**config.mk**
```make
export PLATFORM = sky130hd
export DESIGN_NAME = health_shield_ctrl
export DESIGN_NICKNAME = d
export VERILOG_FILES = /design/src/rtl/health_shield_ctrl.sv
export SDC_FILE = /design/constraint.sdc
export NUM_CORES = 1
export LEC_CHECK = 0
export BUFFER_PORTS_ARGS = -buffer_cell sky130_fd_sc_hd__buf_4
export CELL_PAD_IN_SITES_DETAIL_PLACEMENT = 2
export CELL_PAD_IN_SITES_GLOBAL_PLACEMENT = 2
export CORE_MARGIN = 3
export CORE_UTILIZATION = 34
export DETAILED_ROUTE_END_ITERATION = 7
export PLACE_DENSITY = 0.84
export SLEW_MARGIN = 20
export SYNTH_ARGS = -nofsm -noshare
export SYNTH_HDL_FRONTEND = slang
export SYNTH_HIERARCHICAL = 1
export SYNTH_SLANG_ARGS = --single-unit
```
**constraint.sdc**
```tcl
create_clock -name clk -period 2.3 [get_ports clk]
set_clock_uncertainty 0.05 [all_clocks]
set_input_delay 0.46 -clock clk [delete_from_list [all_inputs] [get_ports clk]]
set_output_delay 0.46 -clock clk [all_outputs]
set_load 0.01 [all_outputs]
```
**src/rtl/health_shield_ctrl.sv**
```systemverilog
// health_shield_ctrl: two-player health/shield round controller.
// FSM IDLE -> FIGHT -> KO; per-player hit cooldown, blocking against shield,
// saturating 4-bit bars. Optional shield regeneration is compiled in only
// when the macro SHIELD_REGEN_EN is defined.

// Per-player bar state: health, shield, hit cooldown and (optional) regen timer.
module health_shield_player #(
    parameter int HIT_DAMAGE    = 2,
    parameter int BLOCK_COST    = 1,
    parameter int INVULN_CYCLES = 12_500_000,
    parameter int REGEN_PERIOD  = 25_000_000
) (
    input  logic       clk,
    input  logic       reset,
    input  logic       i_reload,   // start pulse: refill bars, clear timers
    input  logic       i_play,     // round is live this cycle
    input  logic       i_hit,
    input  logic       i_block,
    output logic [3:0] o_health,
    output logic [3:0] o_shield
);
    localparam int CDW = (INVULN_CYCLES < 1) ? 1 : $clog2(INVULN_CYCLES + 1);
    localparam logic [CDW-1:0] CD_LOAD = CDW'(INVULN_CYCLES);
    // Damage and cost clamp to the 4-bit range so the subtractions cannot wrap.
    localparam logic [3:0] DMG  = (HIT_DAMAGE > 15) ? 4'd15 : 4'(HIT_DAMAGE);
    localparam logic [3:0] COST = (BLOCK_COST > 15) ? 4'd15 : 4'(BLOCK_COST);

    logic [3:0]     r_health;
    logic [3:0]     r_shield;
    logic [CDW-1:0] r_cd;

    logic       w_accept;
    logic       w_can_block;
    logic [3:0] w_health_dmg;

    assign w_accept     = i_hit && (r_cd == '0);
    assign w_can_block  = i_block && (BLOCK_COST <= 15) && (r_shield >= COST);
    assign w_health_dmg = (r_health > DMG) ? (r_health - DMG) : 4'd0;

`ifdef SHIELD_REGEN_EN
    localparam int RGW = (REGEN_PERIOD < 2) ? 1 : $clog2(REGEN_PERIOD);
    localparam logic [RGW-1:0] RG_LAST = RGW'(REGEN_PERIOD - 1);
    logic [RGW-1:0] r_regen;
`endif

    // Bars and timers; an accepted hit excludes a regen step in the same cycle.
    always_ff @(posedge clk) begin
        if (reset || i_reload) begin
            r_health <= 4'd15;
            r_shield <= 4'd15;
            r_cd     <= '0;
`ifdef SHIELD_REGEN_EN
            r_regen  <= '0;
`endif
        end else if (i_play) begin
            if (w_accept) begin
                r_cd <= CD_LOAD;
                if (w_can_block) r_shield <= r_shield - COST;
                else             r_health <= w_health_dmg;
            end else if (r_cd != '0) begin
                r_cd <= r_cd - CDW'(1);
            end
`ifdef SHIELD_REGEN_EN
            if (i_block || w_accept) begin
                r_regen <= '0;
            end else if (r_shield != 4'd15) begin
                if (r_regen == RG_LAST) begin
                    r_shield <= r_shield + 4'd1;
                    r_regen  <= '0;
                end else begin
                    r_regen <= r_regen + RGW'(1);
                end
            end else begin
                r_regen <= '0;
            end
`endif
        end
    end

    assign o_health = r_health;
    assign o_shield = r_shield;
endmodule

// Top: round FSM plus two player instances (index 0 = p1, index 1 = p2).
module health_shield_ctrl #(
    parameter int HIT_DAMAGE    = 2,
    parameter int BLOCK_COST    = 1,
    parameter int INVULN_CYCLES = 12_500_000,
    parameter int REGEN_PERIOD  = 25_000_000
) (
    input  logic       clk,
    input  logic       reset,
    input  logic       start,
    input  logic       hit_on_p1,
    input  logic       hit_on_p2,
    input  logic       p1_block,
    input  logic       p2_block,
    output logic [3:0] p1_health,
    output logic [3:0] p1_shield,
    output logic [3:0] p2_health,
    output logic [3:0] p2_shield,
    output logic       round_active,
    output logic       game_over,
    output logic [1:0] winner
);
    typedef enum logic [1:0] {S_IDLE, S_FIGHT, S_KO} state_t;

    state_t r_state;

    logic [1:0]      w_hit;
    logic [1:0]      w_block;
    logic [1:0]      w_zero;
    logic [1:0][3:0] w_health;
    logic [1:0][3:0] w_shield;
    logic            w_play;

    assign w_hit   = {hit_on_p2, hit_on_p1};
    assign w_block = {p2_block, p1_block};
    assign w_zero  = {w_health[1] == 4'd0, w_health[0] == 4'd0};
    // The cycle a bar shows 0 is spent moving to KO, so no more damage lands.
    assign w_play  = (r_state == S_FIGHT) && !start && (w_zero == 2'b00);

    for (genvar g = 0; g < 2; g++) begin : g_player
        health_shield_player #(
            .HIT_DAMAGE   (HIT_DAMAGE),
            .BLOCK_COST   (BLOCK_COST),
            .INVULN_CYCLES(INVULN_CYCLES),
            .REGEN_PERIOD (REGEN_PERIOD)
        ) u_player (
            .clk     (clk),
            .reset   (reset),
            .i_reload(start),
            .i_play  (w_play),
            .i_hit   (w_hit[g]),
            .i_block (w_block[g]),
            .o_health(w_health[g]),
            .o_shield(w_shield[g])
        );
    end

    // Round FSM with registered status outputs; winner latched on entry to KO.
    always_ff @(posedge clk) begin
        if (reset) begin
            r_state      <= S_IDLE;
            round_active <= 1'b0;
            game_over    <= 1'b0;
            winner       <= 2'b00;
        end else if (start) begin
            r_state      <= S_FIGHT;
            round_active <= 1'b1;
            game_over    <= 1'b0;
            winner       <= 2'b00;
        end else if (r_state == S_FIGHT && w_zero != 2'b00) begin
            r_state      <= S_KO;
            round_active <= 1'b0;
            game_over    <= 1'b1;
            // bit1: p2 wins (p1 empty), bit0: p1 wins (p2 empty)
            winner       <= {w_zero[0], w_zero[1]};
        end
    end

    assign p1_health = w_health[0];
    assign p1_shield = w_shield[0];
    assign p2_health = w_health[1];
    assign p2_shield = w_shield[1];
endmodule
```
[Yosys cells after proc, flatten, opt, wreduce, memory -nomap -nowiden]
Cells that the tools add are included.
Word-level totals
  bits in registers: 69
  bits in latches: 0
  bits in writable memories: 0
  bits in read-only memories: 0
  bits of input ports: 7
  output and inout port bits: 20
  logic and storage cells: 60
  memories kept: 0
Operators by class
  add/sub/neg operators: 6
  multipliers: 0
  div/mod/pow operators: 0
  $lt $le $gt $ge: 4
  eq/ne operators: 1
  shift operators: 0
  muxes and demuxes: 10
  bitwise gates (word level): 2
  reduce and logical (&&, ||, !) cells: 27
Operators by type and width (count)
  $mux W24: 4
  $logic_not A24 Y1: 2
  $reduce_bool A24 Y1: 2
  $sub A24 B1 Y24 const B: 2
  $reduce_and A3 Y1: 4
  $ge A4 B1 Y1 const B: 2
  $gt A4 B2 Y1 const B: 2
  $logic_not A4 Y1: 2
  $mux W4: 2
  $reduce_bool A2 Y1: 4
  $sub A4 B1 Y4 const B: 2
  $sub A4 B2 Y4 const B: 2
  $logic_and A1 B1 Y1: 7
  $mux W1: 4
  $reduce_and A2 Y1: 2
  $eq A2 B1 Y1 const B: 1
  $logic_not A2 Y1: 1
  $not A1 Y1: 2
  $reduce_or A2 Y1: 1
  $logic_not A1 Y1: 1
  $logic_or A1 B1 Y1: 1

[Logic depth before layout (Yosys ltp)]
Gate-level depths: netlist of the first run.
  word-level depth: 5
  gate-level depth with buffers: 10
  gate-level depth less buffers: 8

[By module]
Netlist of the first run, hierarchy kept.
By module, submodules not included
  health_shield_player: instances 2, cells each 208, area an instance 1838.0 um^2, seq. area each 640.6 um^2
  health_shield_ctrl: instances 1, cells each 24, area an instance 201.4 um^2, seq. area each 80.1 um^2

[Least setup slack after synthesis of the first run]
No wires, ideal clock.
  path kind: register to register
  from: register g_player[0].u_player.r_health[1]
  to: register g_player[0].u_player.r_cd[6]
  setup time: 113 ps
  arrival time: 2132 ps
  data required time: 2137 ps
  setup slack: 5 ps
  stages on the path, launching flop included: 11
  clock period less this slack: 2295 ps
  cells stage by stage: dfxtp_1 > or4_4 > nand2_1 > nor3_1 > clkbuf_1 > nand2_1 > nor3_1 > a21o_1 > clkbuf_1 > nand4b_1 > nand2_1
Between the ends
  longest elaborated chain between the ends: 4
Ends and longest elaborated chain
  from (decl): RTL line 28  | logic [3:0] r_health;
  from (signal assigned): RTL line 59  | else r_health <= w_health_dmg;
  $logic_not A4 Y1: RTL line 119  | assign w_zero = {w_health[1] == 4'd0, w_health[0] == 4'd0};
  $logic_not A2 Y1: RTL line 121  | assign w_play = (r_state == S_FIGHT) && !start && (w_zero == 2'b00);
  $logic_and A1 B1 Y1: RTL line 121
  named net w_play: RTL line 115  | logic w_play;
  $reduce_and A2 Y1 (no source line)
  to (signal assigned): RTL line 61  | r_cd <= r_cd - CDW'(1);
  to (decl): RTL line 30  | logic [CDW-1:0] r_cd;
The timed path passes the listed nets, and every way through them passes these cells.
A chain may end at the register's enable or synchronous reset.

[Final worst setup path of the first run]
  from: register g_player[1].u_player.r_health[2]
  to: register g_player[1].u_player.r_cd[19]
Between the ends
  longest elaborated chain between the ends: 4
Ends and longest elaborated chain (RTL line)
  from (decl): 28
  from (signal assigned): 59
  $logic_not A4 Y1: 119
  $logic_not A2 Y1: 121
  $logic_and A1 B1 Y1: 121
  named net w_play: 115
  $reduce_and A2 Y1 (no source line)
  to (signal assigned): 61
  to (decl): 30
The timed path passes the listed nets, and every way through them passes these cells.

==> out/metrics.yaml, run 1 <==
outcome:
  status: "finished, violations left"
  violations: "negative setup slack"
timing:
  final.period_utilization: 1.031
  tns_ns: -0.1320
  fmax_ghz: 0.4216
  period_needed_ns: 2.372
  worst_pin_slew_ns: 0.6343
  relSlewSlack: 0.5716
  hold_violations: 0
  layout_setup_ws_ns: -0.07201
  holdWs_ns: 0.3165
  slew_viol_final: 0
  finalSetupViolCount: 4
global_route:
  overflow: 0
  antenna_found_initial: 0
  grt_usage: 0.2637
  grt_max_degree: 16
  grt_pass1_vias: 4637
  grt_pass1_wl_mm: 26.37
clock_tree:
  cts_tree: "done"
  clk-insertion-delay-late_ns: 0.33
  cts_root_buf: "clkbuf_16"
  cts.clk_slew.worst_paths_ns: 0.06
  cts_num_sinks: 68
  cts_buffers: 9
  clk_path_buf_depth: 2
  postCtsHoldBufs: 0
  htreeDepth: 3
synthesis:
  synth.net_count: 457
  synth_cell_types: 52
  synth_seq_cells: 68
  synth-compound-area-share: 0.2097
  synth_top_family_by_area: "simple AND/OR/NAND/NOR gates"
  yosys-top-cells-area: "dfxtp_1 35%, nor4_4 4.4%, nor3_1 4.3%"
  synthesis.area_mm2: 0.003877
  synth_most_common_cell: "dfxtp_1"
  synth_largest_area_cell: "dfxtp_1"
  syn_avg_cell_area_um2: 8.812
  yosysTopAreaCellShare: 0.3511
  synthTopCellsByCount: "68 x dfxtp_1, 33 x nand2_1, 33 x nor3_1, 32 x nor2_1, 25 x inv_1"
  synth_fa_ha_area_frac: 0.03227
  synthCells: 440
  synth-simple-area-share: 0.3278
  synth_edf_count: 0
  synth-xor-area-share: 0.03162
  synth-async-reset-ratio: 0
  ys_seq_area_frac: 0.3511
  synth_warnings: 6
  synth_mux_area_frac: 0.01162
  yosys_most_used_dff: "dfxtp_1"
worst_setup_path:
  worstPathArrival_ns: 2.57
  worstSetupStartpointType: "flop"
  reg2regPathDepth: 9
  r2r_slack_ns: -0.07
  path_max_fanout: 11
  critical_path_class: "flop to flop"
  required_ns: 2.50
  r2r_start: "g_player[1].u_player/o_health[2]"
  crit_path_end_kind: "flop"
  r2r_end: "g_player[1].u_player/r_cd[19]"
route:
  vias_per_cell: 6.440
  first_pass_iters: 5
  wirelength_mm: 18.37
  drtIter0Drc: 293
  routedWlPerCell_um: 27.29
  vias: 4334
  drcViolationCount: 0
  ant_nets: 0
floorplan:
  dieArea_mm2: 0.01272
  initial_core_util: 0.3530
  die_x_um: 112.8
  core_area_mm2: 0.01098
  io_pins: 27
  die_y_um: 112.8
  num_rows: 38
layout:
  diodes: 0
  utilization: 0.4679
  drive_above_1_share: 0.3265
  layoutNonFillerInstCount: 673
  nNetsFinal: 547
  syn2layout_area_growth_pct: 32.53
  stdcell_area_mm2: 0.005139
flow_run:
  drv_cap: 0
pwr:
  p_leak_uw: 0.002040
  power_density_mw_per_mm2: 807.2
  ir_drop_mv: 0.3828
hold_path:
  hp-start: "reset"
  hold_end: "r_state[0]"
  hold_class: "primary input to flop"
  whs_path_depth: 2
placement:
  numPlacedInstances: 652
  routabilityCongestion: 0.8395
  place_area_mm2: 0.004643
  io_buffers: 26
  hpwl_mm: 11.07
cell families after synthesis:
group	Yosys count
multiplexers	4
XOR/XNOR	14
AND/OR/NAND/NOR	196
adder cells (fa/ha/maj)	10
buffers and inverters	37
flip-flops	68
AO/OA/AOI/OAI	111
final cells by class:
cell class	instances	area, um2
fill	1161	5844
multi-input combinational	335	2510
tap	140	175.2
sequential	68	1370
clock inverter	2	35.03
inverter	25	93.84
clock buffer	12	256.5
timing repair buffer	91	698.2
power by group:
part	internal [uW]	total (uW)	switching (uW)
combinational	539	1420	881
clock	885	1410	525
sequential	1230	1320	91.0
total	2650	4150	1500
how the worst max path moves through the flow:
stage	endpoint	depth (start not counted)	from
2_1_floorplan	g_player[0].u_player/r_cd[6]	10	g_player[0].u_player/o_health[1]
3_3_place_gp	g_player[0].u_player/r_cd[8]	10	g_player[0].u_player/o_health[1]
3_5_place_dp	g_player[1].u_player/r_cd[21]	7	g_player[1].u_player/r_cd[0]
4_1_cts	g_player[1].u_player/o_health[0]	8	g_player[1].u_player/r_cd[1]
5_1_grt	g_player[0].u_player/o_health[3]	10	g_player[0].u_player/o_health[0]
6_report	g_player[1].u_player/r_cd[19]	9	g_player[1].u_player/o_health[2]
flip-flops by register name (all words and copies together) (netlist names):
signal and cells:
g_player.u_player/o_health 8, g_player.u_player/r_cd 48, r_state 2, winner 2, g_player.u_player/o_shield 8
layout by cell type (no fill, tap or decap), types with 7 or more instances in the layout:
| cell | n |
|---|---|
| o21ai_0 | 7 |
| nand2_1 | 32 |
| a31oi_1 | 8 |
| ha_1 | 9 |
| a21oi_1 | 21 |
| inv_1 | 21 |
| o21a_1 | 8 |
| clkbuf_16 | 9 |
| a211o_1 | 8 |
| a211oi_1 | 11 |
| xnor2_1 | 13 |
| nand3_1 | 12 |
| buf_4 | 87 |
| nor3_1 | 29 |
| dfxtp_1 | 65 |
| o31ai_1 | 11 |
| nor4_4 | 9 |
| nor2_1 | 32 |
worst max-delay path, cell delays in order (launching register included):
cell and delay [ns]:
dfxtp_1 0.35, or4_4 0.14, nand2_1 0.08, nor3_2 0.19, buf_6 0.22, buf_4 0.18
nand2_1 0.12, a2111oi_1 0.52, xnor2_1 0.20, a21oi_1 0.24
metrics by stage:
step / setup WS, ns / total power (uW)
floorplan: 0.004608 / 1996
global placement: 0.1059 / 2367
detailed placement: -0.06596 / 2475
CTS: -0.008172 / 3957
global route: -0.1500 / 4284
finish: -0.07201 / 4148
per-layer routing:
metal / up-vias / wire [um] / global-route usage
met5: - / 0 / 0
met4: 0 / 922 / 0.1154
met3: 82 / 1015 / 0.04171
met2: 213 / 9096 / 0.4648
met1: 2169 / 7336 / 0.3159
li1: 1870 / - / -
timing repair:
item / CTS / global route
endpoints found under the setup margin: 28 / 53
cloned: 0 / 0
setup buffers: 3 / 4
endpoints found under the hold margin: 0 / 0
gates resized for setup: 11 / 30
pin swaps: 3 / 7
Power figures use the tool's default switching activity.
==> run 2, diff against run 1 <==
- CELL_PAD_IN_SITES_DETAIL_PLACEMENT: 2 -> 0
- CELL_PAD_IN_SITES_GLOBAL_PLACEMENT: 2 -> 1
- CORE_ASPECT_RATIO: default -> 0.6
- CORE_UTILIZATION: 34 -> 42
==> run 2 against run 1 <==
Against the previous run:
- sequential cell count did not move
- sequential share of layout area rose by 0.42 points
- the run now ends clean
- global-route usage fell by 5.7 points
- maximum frequency rose by 7.0%
- worst setup slack improved by 0.15 ns
- cell count decreased by 5.1%
- die area down 18%
- utilization rose by 11 points
- sequential power hardly changed
- via count shrank 13%
- critical path depth did not move
==> out/metrics.yaml, run 2 (same netlist as run 1, synthesis figures left out) <==
worst_setup_path:
  worstPathArrival_ns: 2.39  # -0.18 ns
  worstSetupStartpointType: "flop"
  crit_path_frequent_cell: "o21a_1"
  crit_chain: "inv_2, ha_4, or4b_4, nor4_4, buf_4, a211oi_4, buf_6, o21a_1, o21a_1"
  crit_path_end_kind: "flop"
  slowest_delay_ns: 0.49  # -0.03 ns
  cp_slowest_cell: "or4b_4"
  path_max_fanout: 5  # -6
  critical_path_class: "flop to flop"
  required_ns: 2.48  # -0.02 ns
pwr:
  p_leak_uw: 0.002003  # -1.8%
  p_sw_uw: 1249  # -17%
  ir_drop_mv: 0.3841  # +0.35%
  power_density_mw_per_mm2: 783.8  # -2.9%
  netSwitchingFraction: 0.3169  # -0.04401
  p_total_uw: 3940  # -5.0%
  clkPwrFrac: 0.383  # +0.043
  power_frac_seq: 0.330  # +0.012
  p_int_uw: 2692  # +1.5%
  pwr-share-comb: 0.288  # -0.054
placement:
  io_buffers: 26  # unchanged
  routabilityCongestion: 0.8350  # -0.54%
  hpwl_mm: 7.699  # -30%
timing:
  tns_ns: 0  # +0.1320 ns
  slew_viol_final: 0  # unchanged
  holdWs_ns: 0.3010  # -0.01552 ns
  worst_pin_slew_ns: 0.5892  # -0.04513 ns
  hold_violations: 0  # unchanged
  finalSetupViolCount: 0  # -4
  fmax_ghz: 0.4510  # +7.0%
  final.period_utilization: 0.9641  # -0.06720
  period_needed_ns: 2.217  # -0.1546 ns
  relSlewSlack: 0.6042  # +0.03260
layout:
  diodes: 0  # unchanged
  nFillCells: 804  # -31%
  nNetsFinal: 539  # -1.5%
  multiInputGateArea_mm2: 0.002467  # -1.7%
  largest-register: "g_player.u_player/r_cd"
  layout_commonest_cell: "buf_4"
  layout_common_cells: "81 x buf_4, 68 x dfxtp_1, 33 x nand2_1"
  seqCellArea_mm2: 0.001361  # -0.64%
  drive_above_1_share: 0.2960  # -0.03044
  syn2layout_area_growth_pct: 29.65
  largest_reg_flops: 48  # unchanged
clock_tree:
  cts_root_buf: "clkbuf_16"
  cts_num_sinks: 68  # unchanged
  clk_path_buf_depth: 2  # unchanged
  htreeDepth: 3  # unchanged
  cts_tree: "done"
  cts_buffers: 9  # unchanged
  cts.clk_slew.worst_paths_ns: 0.06  # about the same
  clk-insertion-delay-late_ns: 0.33  # about the same
  postCtsHoldBufs: 0  # unchanged
route:
  ant_nets: 0  # unchanged
  drcViolationCount: 0  # unchanged
  wirelength_mm: 10.58  # -42%
  routedWlPerCell_um: 16.56  # -39%
  drtIter0Drc: 310  # +5.8%
  first_pass_iters: 6  # +1
  vias: 3776  # -13%
  vias_per_cell: 5.909  # -8.2%
global_route:
  grt_pass1_vias: 3509  # -24%
  grt_max_degree: 19  # +3
  overflow: 0  # unchanged
  antenna_found_initial: 0  # unchanged
  grt_pass1_wl_mm: 17.27  # -35%
  grt_usage: 0.2070  # -0.05672
outcome:
  status: "finished clean"
floorplan:
  die_x_um: 130.0  # +15%
  num_rows: 26  # -32%
  initial_core_util: 0.4431  # +0.09005
  die_y_um: 80.43  # -29%
  dieArea_mm2: 0.01046  # -18%
  io_pins: 27  # unchanged
  core_area_mm2: 0.008751  # -20%
flow_run:
  drv_cap: 0  # unchanged
hold_path:
  hold_class: "primary input to flop"
[run 2: cell count changes in the layout (fill, tap and decap cells not counted), sizes merged]
cell / before / now
buf: 91 / 83
bufinv: 1 / 2
clkbuf: 12 / 10
clkinv: 1 / 2
clkinvlp: 0 / 1
inv: 25 / 26
[run 2: power groups by stage]
stage          Sequential [uW]  Combinational, uW  Clock (uW)
2_1_floorplan             1300                691           0
3_3_place_gp              1310               1020           0
3_5_place_dp              1320               1030           0
4_1_cts                   1290               1040        1530
5_1_grt                   1310               1240        1580
6_report                  1300               1130        1510
[run 2: worst max-delay path, delay by kind of cell, from the launching register on]
kind | cells | cell delay, ns
buffers and inverters | 3 | 0.44
and+or+nand+nor | 2 | 0.80
adders and majority gates | 1 | 0.14
AOI/OAI and AO/OA | 3 | 0.39
DFF | 1 | 0.32
[run 2: final timing paths]
check | startpoint | end | slack [ns] | cells after the start
setup / recovery | g_player[0].u_player/r_cd[0] | g_player[0].u_player/r_cd[20] | 0.08 | 9
hold / removal | reset | r_state[0] | 0.30 | 2
setup reg to reg | g_player[0].u_player/r_cd[0] | g_player[0].u_player/r_cd[20] | 0.08 | 9
hold reg to reg | winner[1] | winner[1] | 0.45 | 2
[run 2: through the flow]
| step | cells | cell area [um2] | setup WS [ns] | util |
|---|---|---|---|---|
| final | 639 | 5027 | 0.08255 | 0.5745 |
| after global placement | 617 | 4568 | 0.08160 | 0.5220 |
| after floorplan | 440 | 3877 | 0.004608 | - |
| after detailed placement | 617 | 4568 | 0.08291 | 0.5220 |
| after global routing | 639 | 5027 | -0.006561 | 0.5745 |
| after CTS | 633 | 4893 | 0.005865 | 0.5592 |
[run 2: routing by layer]
layer,track usage,share of wire
met1,0.3154,0.52
met2,0.2837,0.40
met3,0.05249,0.074
met4,0.05290,0.0094
met5,0,0
[run 2: area by class of cell]
class | instances | share of cell area
multi-input cells | 335 | 0.4908
flip-flops and latches | 68 | 0.2708
repair buffers | 83 | 0.1272
clock buffers | 10 | 0.04754
well taps | 112 | 0.02787
inverters | 25 | 0.01867
clock inverters | 6 | 0.01717
[run 2: what timing repair did]
action                     4_1_cts  5_1_grt
setup endpoints to repair        0       47
buffers inserted                 0        6
resized for setup                0       21
==> run 3, diff against run 2 <==
- CORE_UTILIZATION: 42 -> 50
- PLACE_DENSITY: 0.84 -> 0.93
- clock period: 2.3 -> 2.87 ns (I/O delays scaled with it)
==> run 3 against run 2 <==
Against the previous run:
- power shrank 30%
- critical endpoint is now g_player[0].u_player/o_health[0]
- highest routed layer unchanged
- maximum frequency decreased by 14%
- cell count is 9.5% lower
==> out/metrics.yaml, run 3 (same netlist as run 1, synthesis figures left out) <==
outcome:
  status: "finished clean"
timing:
  hold_violations: 0  # unchanged
  relSlewSlack: 0.3127  # -0.2914
  finalSetupViolCount: 0  # unchanged
  tns_ns: 0  # unchanged
  worst_pin_slew_ns: 1.018  # +0.4284 ns
  rsz0062_at_grt: "no"
  slew_viol_final: 0  # unchanged
  period_needed_ns: 2.569  # +0.3519 ns
  fmax_ghz: 0.3892  # -14%
  final.period_utilization: 0.8953  # -0.06885
global_route:
  grt_usage: 0.2306  # +0.02357
  grt_pass1_wl_mm: 16.27  # -5.8%
  overflow: 0  # unchanged
  grt_pass1_vias: 3190  # -9.1%
  antenna_found_initial: 0  # unchanged
  grt_max_degree: 19  # unchanged
worst_setup_path:
  reg2regPathDepth: 9  # unchanged
  critPathLaunch: "g_player[0].u_player/o_health[1]"
  cp-endpoint: "g_player[0].u_player/o_health[0]"
  required_ns: 2.99  # +0.51 ns
  worstSetupStartpointType: "flop"
  r2r_slack_ns: 0.30  # +0.22 ns
  critical_path_class: "flop to flop"
  r2r_start: "g_player[0].u_player/o_health[1]"
  crit_path_end_kind: "flop"
  worstPathArrival_ns: 2.69  # +0.30 ns
  path_max_fanout: 18  # +13
  r2r_end: "g_player[0].u_player/o_health[0]"
placement:
  routabilityCongestion: 0.8650  # +3.6%
  numPlacedInstances: 563  # -8.8%
  io_buffers: 26  # unchanged
  hpwl_mm: 7.218  # -6.2%
  place_area_mm2: 0.004200  # -8.1%
floorplan:
  core_area_mm2: 0.007387  # -16%
  initial_core_util: 0.5249  # +0.08180
  die_y_um: 74.21  # -7.7%
  dieArea_mm2: 0.008882  # -15%
  num_rows: 24  # -7.7%
  die_x_um: 119.7  # -8.0%
  io_pins: 27  # unchanged
layout:
  layout_commonest_cell: "dfxtp_1"
  largest_reg_flops: 48  # unchanged
  layoutNonFillerInstCount: 578  # -9.5%
  drive_above_1_share: 0.1793  # -0.1167
  layout_common_cells: "68 x dfxtp_1, 33 x nand2_1, 32 x nor2_1, 32 x nor3_1, 31 x buf_4"
  syn2layout_area_growth_pct: 15.30
  diodes: 0  # unchanged
  nNetsFinal: 487  # -9.6%
  utilization: 0.6052  # +0.03069
  stdcell_area_mm2: 0.004471  # -11%
  nFillCells: 664  # -17%
  largest-register: "g_player.u_player/r_cd"
clock_tree:
  cts_tree: "done"
  postCtsHoldBufs: 0  # unchanged
  clk-insertion-delay-late_ns: 0.33  # about the same
  cts_setup_buffers: 0  # unchanged
  htreeDepth: 3  # unchanged
  clk_path_buf_depth: 2  # unchanged
  post_cts_resize_count: 0  # unchanged
  cts.clk_slew.worst_paths_ns: 0.05  # about the same
  cts_root_buf: "clkbuf_16"
  cts_num_sinks: 68  # unchanged
  cts_buffers: 9  # unchanged
pwr:
  ir_drop_mv: 0.2945  # -23%
  p_leak_uw: 0.001709  # -15%
  p_total_uw: 2778  # -30%
  power_density_mw_per_mm2: 621.4  # -21%
route:
  vias_per_cell: 6.282  # +6.3%
  routedWlPerCell_um: 17.18  # +3.8%
  ant_nets: 0  # unchanged
  vias: 3631  # -3.8%
  drcViolationCount: 0  # unchanged
  drtIter0Drc: 424  # +37%
  wirelength_mm: 9.930  # -6.2%
  first_pass_iters: 5  # -1
hold_path:
  hold_class: "primary input to flop"
  hp-start: "reset"
  whs_path_depth: 2  # unchanged
flow_run:
  drv_cap: 0  # unchanged
==> run 3: power by group <==
| group | switching [uW] | internal (uW) | total (uW) |
|---|---|---|---|
| Sequential | 58.0 | 985 | 1040 |
| Combinational | 469 | 262 | 731 |
| Clock | 381 | 624 | 1000 |
==> run 3: critical path, cell delays in order (launching register included) <==
cell and delay, ns:
dfxtp_1 0.46, or4_4 0.19, nand2_1 0.08, nor3_2 0.16
buf_4 0.26, nand2_1 0.20, nor3_1 0.29, nand3_1 0.29
o41ai_1 0.34, nand2_1 0.10
==> run 3: final cells by class <==
cell class                 count  area, um2  share of cell area
clock buffer                  13      260.3             0.05821
clock inverter                 2      10.01            0.002239
inverter                      25      93.84             0.02099
multi-input combinational    335       2382              0.5329
sequential                    68       1361              0.3045
tap                          104      130.1             0.02911
timing repair buffer          31      232.7             0.05206
==> run 3: worst min path at each step <==
stage | to | slack, ns
2_1_floorplan | g_player[0].u_player/r_cd[1] | 0.43
3_3_place_gp | winner[1] | 0.43
3_5_place_dp | winner[0] | 0.43
4_1_cts | r_state[0] | 0.40
5_1_grt | r_state[0] | 0.42
6_report | r_state[0] | 0.41
==> run 3: per-layer routing <==
metal | vias to the layer above | GRT usage | share of wire
met1 | 1713 | 0.3561 | 0.52
li1 | 1751 | - | -
met4 | 0 | 0.05964 | 0.0095
met2 | 156 | 0.3125 | 0.39
met3 | 11 | 0.06155 | 0.084
met5 | - | 0 | 0
==> run 3: stage by stage <==
stage          hold WS (ns)  setup WS (ns)
2_1_floorplan        0.4257         0.5746
3_3_place_gp         0.4254         0.4365
3_5_place_dp         0.4329         0.3324
4_1_cts              0.4040         0.3531
5_1_grt              0.4161         0.1112
6_report             0.4134         0.3006
